`config.mk`:
```
export PLATFORM = sky130hd
export DESIGN_NAME = branch_pred_unit
export DESIGN_NICKNAME = d
export VERILOG_FILES = /design/src/rtl/branch_pred_unit.sv
export SDC_FILE = /design/constraint.sdc
export NUM_CORES = 1
export LEC_CHECK = 0
export BUFFER_PORTS_ARGS = -buffer_cell sky130_fd_sc_hd__buf_2
export CAP_MARGIN = 30
export CORE_ASPECT_RATIO = 0.9
export CORE_MARGIN = 4
export CORE_UTILIZATION = 36
export DETAILED_ROUTE_END_ITERATION = 10
export PLACE_DENSITY_LB_ADDON = 0.12
export RECOVER_POWER = 25
export SKIP_LAST_GASP = 1
export SYNTH_ARGS = -nofsm -noshare
export SYNTH_HDL_FRONTEND = slang
export SYNTH_SLANG_ARGS = --single-unit
```
`constraint.sdc`:
```
create_clock -name i_clk -period 6.8 [get_ports i_clk]
set_input_delay 0.68 -clock i_clk [delete_from_list [all_inputs] [get_ports i_clk]]
set_output_delay 0.68 -clock i_clk [all_outputs]
set_load 0.03 [all_outputs]
```
`src/rtl/branch_pred_unit.sv`:
```
// Direct-mapped branch target buffer with 2-bit counters.
// Zero-latency fetch lookup, EX-stage resolve/update, mispredict stats.
`timescale 1ns/1ps
module branch_pred_unit #(
  parameter int ENTRIES = 16
) (
  input  logic        i_clk,
  input  logic        i_rst,
  input  logic [31:0] i_pc_F,
  output logic        o_prediction,
  output logic [31:0] o_pc_target_F,
  input  logic        i_br_valid_E,
  input  logic        i_is_jump_E,
  input  logic        i_taken_E,
  input  logic [31:0] i_pc_E,
  input  logic [31:0] i_target_E,
  input  logic        i_pred_E,
  input  logic [31:0] i_pred_target_E,
  output logic        o_mispredict,
  output logic [31:0] o_redirect_pc,
  output logic        o_flush_D,
  output logic        o_flush_E,
  output logic [15:0] o_mispred_cnt
);

  localparam int IW = $clog2(ENTRIES);
  localparam int TW = 30 - IW;

  logic [ENTRIES-1:0] valid_q;
  logic [ENTRIES-1:0] jump_q;
  logic [TW-1:0]      tag_q [ENTRIES];
  logic [31:0]        tgt_q [ENTRIES];
  logic [1:0]         ctr_q [ENTRIES];
  logic [15:0]        cnt_q;
  logic [15:0]        cnt_d;

  logic [IW-1:0] idx_f;
  logic [IW-1:0] idx_e;
  logic [TW-1:0] tag_f;
  logic [TW-1:0] tag_e;
  logic          hit_f;
  logic          hit_e;

  assign idx_f = i_pc_F[2+IW-1:2];
  assign tag_f = i_pc_F[31:2+IW];
  assign idx_e = i_pc_E[2+IW-1:2];
  assign tag_e = i_pc_E[31:2+IW];

  assign hit_f = valid_q[idx_f] && (tag_q[idx_f] == tag_f);
  assign hit_e = valid_q[idx_e] && (tag_q[idx_e] == tag_e);

  assign o_prediction =
    hit_f && (jump_q[idx_f] || ctr_q[idx_f][1]);
  assign o_pc_target_F =
    hit_f ? tgt_q[idx_f] : i_pc_F + 32'd4;

  logic tgt_bad;
  assign tgt_bad = i_taken_E &&
    (i_target_E != i_pred_target_E);

  assign o_mispredict = i_br_valid_E && !i_rst &&
    ((i_taken_E != i_pred_E) || tgt_bad);
  assign o_redirect_pc =
    i_taken_E ? i_target_E : i_pc_E + 32'd4;
  assign o_flush_D = o_mispredict;
  assign o_flush_E = o_mispredict;

  logic        upd_en;
  logic [31:0] tgt_d;
  logic [1:0]  ctr_d;
  logic [1:0]  ctr_cur;

  assign ctr_cur = ctr_q[idx_e];

  always_comb begin
    upd_en = 1'b0;
    tgt_d  = tgt_q[idx_e];
    ctr_d  = ctr_cur;
    if (i_br_valid_E && !i_rst) begin
      if (hit_e) begin
        upd_en = 1'b1;
        if (i_taken_E) begin
          tgt_d = i_target_E;
        end
        if (i_is_jump_E) begin
          ctr_d = 2'b11;
        end else if (i_taken_E) begin
          ctr_d = (ctr_cur == 2'b11) ? 2'b11
                                     : ctr_cur + 2'd1;
        end else begin
          ctr_d = (ctr_cur == 2'b00) ? 2'b00
                                     : ctr_cur - 2'd1;
        end
      end else if (i_taken_E) begin
        // cold or aliased taken branch claims the slot
        upd_en = 1'b1;
        tgt_d  = i_target_E;
        ctr_d  = i_is_jump_E ? 2'b11 : 2'b10;
      end
    end
  end

  always_comb begin
    cnt_d = cnt_q;
    if (o_mispredict && (cnt_q != 16'hFFFF)) begin
      cnt_d = cnt_q + 16'd1;
    end
  end

  assign o_mispred_cnt = cnt_q;

  always_ff @(posedge i_clk) begin
    if (i_rst) begin
      valid_q <= '0;
      jump_q  <= '0;
      cnt_q   <= '0;
      for (int i = 0; i < ENTRIES; i++) begin
        ctr_q[i] <= 2'b01;
      end
    end else begin
      cnt_q <= cnt_d;
      if (upd_en) begin
        valid_q[idx_e] <= 1'b1;
        jump_q[idx_e]  <= i_is_jump_E;
        tag_q[idx_e]   <= tag_e;
        tgt_q[idx_e]   <= tgt_d;
        ctr_q[idx_e]   <= ctr_d;
      end
    end
  end

endmodule
```
; ---- Yosys cells after proc, flatten, opt, wreduce, memory -nomap -nowiden
; Memory sizes are Yosys's and may differ from the RTL's.
; Cells that the tools add are included.
[classes]
bitwise_logic = 1
n_eq_ne = 8
n_addsub = 5
reduce_logical = 14
n_mux = 32
magnitude_cmp = 3
[ops]
columns = cell, n
row1 = two-way mux 32 bit, 4
row2 = "adder 32 x 3 -> 32 bit, second input constant", 2
row3 = == test 26 bit, 2
row4 = inequality test 32 bit, 1
row5 = "adder 16 x 1 -> 16 bit, second input constant", 1
row6 = bitwise mux 16 bit, 1
row7 = two-way mux 2 bit, 8
row8 = "inequality test 16 bit, second input constant", 1
row9 = OR 16 bit, 1
row10 = two-way mux 1 bit, 14
row11 = binary-select mux 1 bit (select 4 bit), 3
row12 = "less-than comparator 4 x 5 -> 1 bit, second input constant", 2
row13 = logical AND 1 bit, 8
row14 = demux 1 bit (select 4 bit), 1
row15 = ">= comparator 4 x 1 -> 1 bit, second input constant", 1
row16 = two-way mux 4 bit, 1
row17 = AND reduction 3 bit, 1
row18 = "adder 2 x 1 -> 2 bit, second input constant", 1
row19 = "== test 2 bit, second input constant", 1
row20 = zero test 2 bit, 1
row21 = logical OR 1 bit, 2
row22 = "inequality test 2 bit, second input constant", 1
row23 = OR reduction 2 bit, 1
row24 = "subtractor 2 x 1 -> 2 bit, second input constant", 1
row25 = other kinds (3), 3
[word_totals]
wordCells = 69
out_inout_bits = 84
regBits = 48
inputBits = 134
memories = 3
mem_bits_rw = 960
[mem_list]
columns = memory, words, word_bits, rd, rd_clocked_by_memory_dff, write_ports, line
row1 = tgt_q, 16, 32, 1, 0, 1, 32  ; logic [31:0] tgt_q [ENTRIES];
row2 = tag_q, 16, 26, 2, 0, 1, 31  ; logic [TW-1:0] tag_q [ENTRIES];
row3 = ctr_q, 16, 2, 2, 0, 16, 33  ; logic [1:0] ctr_q [ENTRIES];

; ---- Logic depth before layout (Yosys ltp)
[depth]
depth_word = 10
mapped_depth = 16
ltp_nobuf = 10

; ---- Least setup slack after synthesis
; OpenSTA, ideal clock, no wires.
[synth_timing]
path_kind = input -> output
startpoint = input port i_pc_F[2]
endpoint = output port o_pc_target_F[10]
required_ps = 6120
n_path_buf = 4
cell_stages = 11
path_slack_ps = 2045
arrival_ps = 4075
cell_sequence = buf_2 > buf_1 > mux4_2 > mux4_2 > xnor2_1 > nand4_1 > nor4_1 > nand4_1 > clkbuf_1 > buf_1 > a21oi_1
[synth_between]
elab_chain_len = 4
word_cells_on_any_way = 8
cone_classes = add/sub: 1 / eq/ne: 1 / mux: 3 / reduce/logical: 1 / memory: 2
[synth_lines]
columns = element, line
row1 = from (decl), 9  ; input logic [31:0] i_pc_F,
row2 = memory read (16 x 26 bit) / binary-select mux 1 bit (select 4 bit) (equally long branches), --
row3 = == test 26 bit / two-way mux 1 bit (equally long branches), 49  ; assign hit_f = valid_q[idx_f] && (tag_q[idx_f] == tag_f);
row4 = logical AND 1 bit, 49
row5 = two-way mux 32 bit *, 55  ; hit_f ? tgt_q[idx_f] : i_pc_F + 32'd4;
row6 = to (decl), 11  ; output logic [31:0] o_pc_target_F,
; Every way passes the cells marked *; elsewhere a longest branch is shown, timed or not. The select of a mux whose other input is x is not followed.

; ---- Worst setup path in the final report
[layout_timing]
startpoint = input port i_pc_E[6]
endpoint = output port o_redirect_pc[31]
[layout_between]
elab_chain_len = 2
[layout_lines]
columns = element, line
row1 = from (decl), 15  ; input logic [31:0] i_pc_E,
row2 = adder 32 x 3 -> 32 bit, 64  ; i_taken_E ? i_target_E : i_pc_E + 32'd4;
row3 = two-way mux 32 bit, 64
row4 = to (decl), 20  ; output logic [31:0] o_redirect_pc,
; No other way between the ends.

==> impl_metrics.xml <==
<?xml version="1.0" encoding="UTF-8"?>
<metrics>
  <group name="outcome">
    <metric name="run_status" unit="">finished, final reports clean</metric>
  </group>
  <group name="global_routing">
    <metric name="global_route.overflow_total" unit="">0</metric>
    <metric name="busiest_layer" unit="">met2</metric>
    <metric name="grt_usage" unit="%">22.9</metric>
    <metric name="gr-usage-met1" unit="%">32.6</metric>
    <metric name="gr-usage-met2" unit="%">35.9</metric>
    <metric name="grt_use_met3" unit="%">5.63</metric>
    <metric name="initial_antenna_violation_count" unit="">19</metric>
    <metric name="wire_length_of_the_first_global_routing_pass" unit="um">213000</metric>
    <metric name="number_of_global_route_vias_before_repair" unit="">26400</metric>
    <metric name="grt_max_degree" unit="">95</metric>
  </group>
  <group name="hold_path">
    <metric name="worst_hold_path.endpoint" unit="">jump_q[15]$_SDFFE_PP0P_</metric>
    <metric name="min_delay_path_depth" unit="">3</metric>
    <metric name="timing.hold.worst.class" unit="">in -&gt; reg</metric>
    <metric name="worst_hold_startpoint" unit="">i_is_jump_E</metric>
  </group>
  <group name="critical_path">
    <metric name="setup.worst_path.start_class" unit="">primary input</metric>
    <metric name="worstReg2RegEnd" unit="">tag_q[14][17]$_DFFE_PP_</metric>
    <metric name="worst-setup-path-type" unit="">in -&gt; out</metric>
    <metric name="reg2regPathDepth" unit="">10</metric>
    <metric name="timing.rr.start" unit="">tag_q[12][1]$_DFFE_PP_</metric>
    <metric name="timing.critical_path.arrival" unit="ns">4.87</metric>
    <metric name="type_of_element_capturing_the_critical_path" unit="">output pin</metric>
    <metric name="cp.required" unit="ns">6.12</metric>
    <metric name="worst-r2r-setup-slack" unit="ns">2.17</metric>
    <metric name="worstPathMaxFanout" unit="">22</metric>
  </group>
  <group name="finish">
    <metric name="layout-drive-gt1-share" unit="%">31.9</metric>
    <metric name="multi_input_area" unit="um2">14900</metric>
    <metric name="area_delta_synth_final" unit="%">15.2</metric>
    <metric name="final.fill_count" unit="">11100</metric>
    <metric name="seqCellArea" unit="um2">29800</metric>
    <metric name="layoutNonFillerInstCount" unit="">4516</metric>
    <metric name="design_area" unit="um2">52400</metric>
    <metric name="finish.net_count" unit="">2875</metric>
  </group>
  <group name="die">
    <metric name="fp.dieW" unit="um">382</metric>
    <metric name="io_pins" unit="">218</metric>
    <metric name="core_area" unit="um2">125000</metric>
    <metric name="fp.dieArea" unit="um2">132000</metric>
    <metric name="floorplan.initialDensity" unit="%">36.3</metric>
    <metric name="rows" unit="">123</metric>
    <metric name="floorplan.die.height" unit="um">345</metric>
  </group>
  <group name="sta">
    <metric name="fin_crit_sh" unit="%">81.6</metric>
    <metric name="maxSlewViolCount" unit="">0</metric>
    <metric name="setup-violations-final" unit="">0</metric>
    <metric name="relSlewSlack" unit="%">10.2</metric>
    <metric name="period_needed" unit="ns">5.55</metric>
    <metric name="final_hold_viol_count" unit="">0</metric>
    <metric name="max_slew.worst_pin.slew" unit="ns">1.35</metric>
    <metric name="final.hold.worst_slack" unit="ns">0.336</metric>
    <metric name="max_freq" unit="GHz">0.180</metric>
    <metric name="timing.clock.skew" unit="ns">0.0220</metric>
    <metric name="grt_setup_unrepaired" unit="">no</metric>
    <metric name="setup_tns" unit="ns">0</metric>
  </group>
  <group name="placed_design">
    <metric name="gp_routability_congestion" unit="">0.876</metric>
    <metric name="hpwl" unit="um">99600</metric>
    <metric name="place.detailed.instances" unit="">4313</metric>
    <metric name="place_area" unit="um2">49100</metric>
    <metric name="placement.io_buffers" unit="">217</metric>
  </group>
  <group name="power">
    <metric name="power_density" unit="nW/um2">262</metric>
    <metric name="power.static_leakage" unit="nW">16.7</metric>
    <metric name="ir_worst_vdd" unit="V">0.000224</metric>
  </group>
  <group name="clock_tree">
    <metric name="cts_root_buffer" unit="">sky130_fd_sc_hd__clkbuf_16</metric>
    <metric name="cts_hold_repair.buffers" unit="">0</metric>
    <metric name="worst_setup_hold_path_clk_slew" unit="ns">0.06</metric>
    <metric name="buffer_depth_of_the_longest_clock_path" unit="">3</metric>
    <metric name="tritoncts" unit="">built</metric>
    <metric name="post_cts_resize_count" unit="">0</metric>
    <metric name="cts_sinks" unit="">1008</metric>
    <metric name="cts_buffers" unit="">105</metric>
    <metric name="cts_setup_buffers" unit="">0</metric>
    <metric name="clkLatencyLatePin" unit="ns">0.72</metric>
    <metric name="htree_num_levels" unit="">3</metric>
  </group>
  <group name="yosys">
    <metric name="count_of_different_cell_masters_after_synthesis" unit="">70</metric>
    <metric name="yosys.area.top_type" unit="">sky130_fd_sc_hd__edfxtp_1</metric>
    <metric name="postSynthRegisterBits" unit="">1008</metric>
    <metric name="yosys_most_used_dff" unit="">sky130_fd_sc_hd__edfxtp_1</metric>
    <metric name="top_post_synthesis_cells_by_area" unit="">sky130_fd_sc_hd__edfxtp_1, sky130_fd_sc_hd__mux4_2, sky130_fd_sc_hd__dfxtp_1, sky130_fd_sc_hd__xor2_1, sky130_fd_sc_hd__mux2i_1</metric>
    <metric name="postSynth.asyncResetShare" unit="%">0</metric>
    <metric name="syn_inst" unit="">2462</metric>
    <metric name="mappedNetlistNets" unit="">2602</metric>
    <metric name="synth.yosys.seq_area_share" unit="%">65.6</metric>
    <metric name="number_of_synthesized_flops_with_an_enable_pin" unit="">960</metric>
    <metric name="syn-cell-area" unit="um2">45400</metric>
    <metric name="syn-mean-instance-area" unit="um2">18.5</metric>
    <metric name="yosysWarnings" unit="">0</metric>
    <metric name="synth_top_cell_area_share" unit="%">63.5</metric>
  </group>
  <group name="routing">
    <metric name="first_iter_violations" unit="">2936</metric>
    <metric name="drt_pass1_iterations" unit="">6</metric>
    <metric name="antenna_left" unit="">0</metric>
    <metric name="via_per_inst" unit="">5.80</metric>
    <metric name="vias" unit="">26200</metric>
    <metric name="drcViolationCount" unit="">0</metric>
    <metric name="wl" unit="um">153000</metric>
    <metric name="post_drt_wl_per_cell" unit="um">33.9</metric>
  </group>
  <group name="flow_run">
    <metric name="maxCapViolations" unit="">0</metric>
  </group>
</metrics>
-- cells in the mapped netlist (3+ instances only) --
library cell / n
sky130_fd_sc_hd__buf_4: 18
sky130_fd_sc_hd__inv_1: 40
sky130_fd_sc_hd__a22o_1: 5
sky130_fd_sc_hd__nor3_2: 10
sky130_fd_sc_hd__a31oi_1: 3
sky130_fd_sc_hd__nand2_1: 97
sky130_fd_sc_hd__nor4_1: 17
sky130_fd_sc_hd__nand2b_1: 43
sky130_fd_sc_hd__o21a_1: 4
sky130_fd_sc_hd__xor2_1: 84
sky130_fd_sc_hd__dfxtp_1: 48
sky130_fd_sc_hd__buf_6: 10
sky130_fd_sc_hd__a2bb2oi_1: 3
sky130_fd_sc_hd__buf_1: 29
sky130_fd_sc_hd__nor2b_1: 12
sky130_fd_sc_hd__nor2_1: 106
sky130_fd_sc_hd__buf_2: 21
sky130_fd_sc_hd__a211oi_1: 7
sky130_fd_sc_hd__and4_1: 5
sky130_fd_sc_hd__mux2_2: 24
sky130_fd_sc_hd__a2111oi_0: 3
sky130_fd_sc_hd__or3_1: 3
sky130_fd_sc_hd__mux2i_1: 67
sky130_fd_sc_hd__edfxtp_1: 960
sky130_fd_sc_hd__nand4_1: 37
sky130_fd_sc_hd__nor3_1: 32
sky130_fd_sc_hd__a21oi_1: 61
sky130_fd_sc_hd__o21ai_0: 36
sky130_fd_sc_hd__ha_1: 6
sky130_fd_sc_hd__and3_1: 10
sky130_fd_sc_hd__xnor2_1: 73
sky130_fd_sc_hd__nand3_1: 48
sky130_fd_sc_hd__a22oi_1: 7
sky130_fd_sc_hd__mux4_2: 400
sky130_fd_sc_hd__nand3_2: 8
sky130_fd_sc_hd__clkbuf_1: 72
sky130_fd_sc_hd__o22ai_1: 8
sky130_fd_sc_hd__and2_1: 5
-- flip-flops by register name (all words and copies together) (netlist names) --
| name | flops |
|---|---|
| jump_q | 16 |
| o_mispred_cnt | 16 |
| valid_q | 16 |
| tag_q | 416 |
| tgt_q | 512 |
| ctr_q | 32 |
-- critical path, cell delays in order --
cell and delay (ns):
sky130_fd_sc_hd__buf_2 0.08, sky130_fd_sc_hd__clkbuf_1 0.85, sky130_fd_sc_hd__nand3_1 0.39, sky130_fd_sc_hd__nor4_1 0.74
sky130_fd_sc_hd__nor2b_1 0.43, sky130_fd_sc_hd__nand2_1 0.15, sky130_fd_sc_hd__nor2_1 0.30, sky130_fd_sc_hd__nand3_1 0.14
sky130_fd_sc_hd__xor2_1 0.65, sky130_fd_sc_hd__o21ai_0 0.23, sky130_fd_sc_hd__buf_2 0.23
-- cell usage in the layout, fill, tap and decap left out, types with 52 or more instances in the layout --
cell type / netlist / final
sky130_fd_sc_hd__mux4_2: 400 / 400
sky130_fd_sc_hd__a21oi_1: 61 / 61
sky130_fd_sc_hd__buf_2: 21 / 180
sky130_fd_sc_hd__clkbuf_1: 72 / 52
sky130_fd_sc_hd__nor2_1: 106 / 91
sky130_fd_sc_hd__clkbuf_16: 0 / 106
sky130_fd_sc_hd__nand2_1: 97 / 97
sky130_fd_sc_hd__xor2_1: 84 / 84
sky130_fd_sc_hd__mux2i_1: 67 / 67
sky130_fd_sc_hd__edfxtp_1: 960 / 960
sky130_fd_sc_hd__xnor2_1: 73 / 73
sky130_fd_sc_hd__buf_4: 18 / 73
-- worst max-delay path by stage --
stage | slack, ns | to | start | cells after the start
after global routing | 0.86 | o_redirect_pc[31] | i_pc_E[6] | 11
after global placement | 1.13 | tag_q[14][11]$_DFFE_PP_ | i_pc_E[5] | 12
after CTS | 1.30 | o_pc_target_F[18] | i_pc_F[3] | 11
after detailed placement | 1.11 | tag_q[14][19]$_DFFE_PP_ | i_pc_E[5] | 12
after floorplan | 2.05 | o_pc_target_F[10] | i_pc_F[2] | 11
final | 1.25 | o_redirect_pc[31] | i_pc_E[6] | 11
-- stage by stage --
step | setup WS [ns] | utilization [%] | total power, mW
final | 1.25 | 41.8 | 13.7
after global routing | 0.859 | 41.8 | 14.2
after CTS | 1.30 | 41.9 | 13.8
after detailed placement | 1.11 | 39.2 | 8.21
after global placement | 1.13 | 39.1 | 8.20
after floorplan | 2.05 | - | 7.68
-- per-layer routing --
layer  up-vias  routed length, um  part of all wire [%]
met5         -                 42                 0.027
met1     14200              65700                    43
met3       172              13300                   8.7
met4         6               2600                   1.7
li1      10600                  -                     -
met2      1185              71400                    47
-- power breakdown --
part           switching [mW]  leakage [nW]  total (mW)  internal [mW]
sequential             0.0188          9.06        6.86           6.84
clock                    2.47          1.63        5.63           3.16
combinational           0.774          5.98        1.21          0.441
total                    3.26          16.7        13.7           10.4
-- area by class of cell --
class,count,share of cell area [%]
well taps,1687,4.03
inverters,42,0.301
diodes,6,0.0287
multi-input cells,1261,28.4
clock buffers,127,5.29
repair buffers,317,4.00
clock inverters,68,1.04
flip-flops and latches,1008,56.9
-- kinds of logic (layout without fill, tap and decap cells) --
logic type / after synthesis / in the layout / share of synthesized area (%)
flip-flops: 1008 / 1008 / 65.6
multiplexers: 492 / 492 / 21.9
AND/OR/NAND/NOR: 448 / 448 / 5.07
buffers and inverters: 193 / 554 / 1.99
AO/OA/AOI/OAI: 158 / 158 / 2.25
XOR/XNOR: 157 / 157 / 3.03
adder cells (fa/ha/maj): 6 / 6 / 0.165
other: 0 / 6 / 0
No activity file was read; power rests on OpenSTA's default activity.
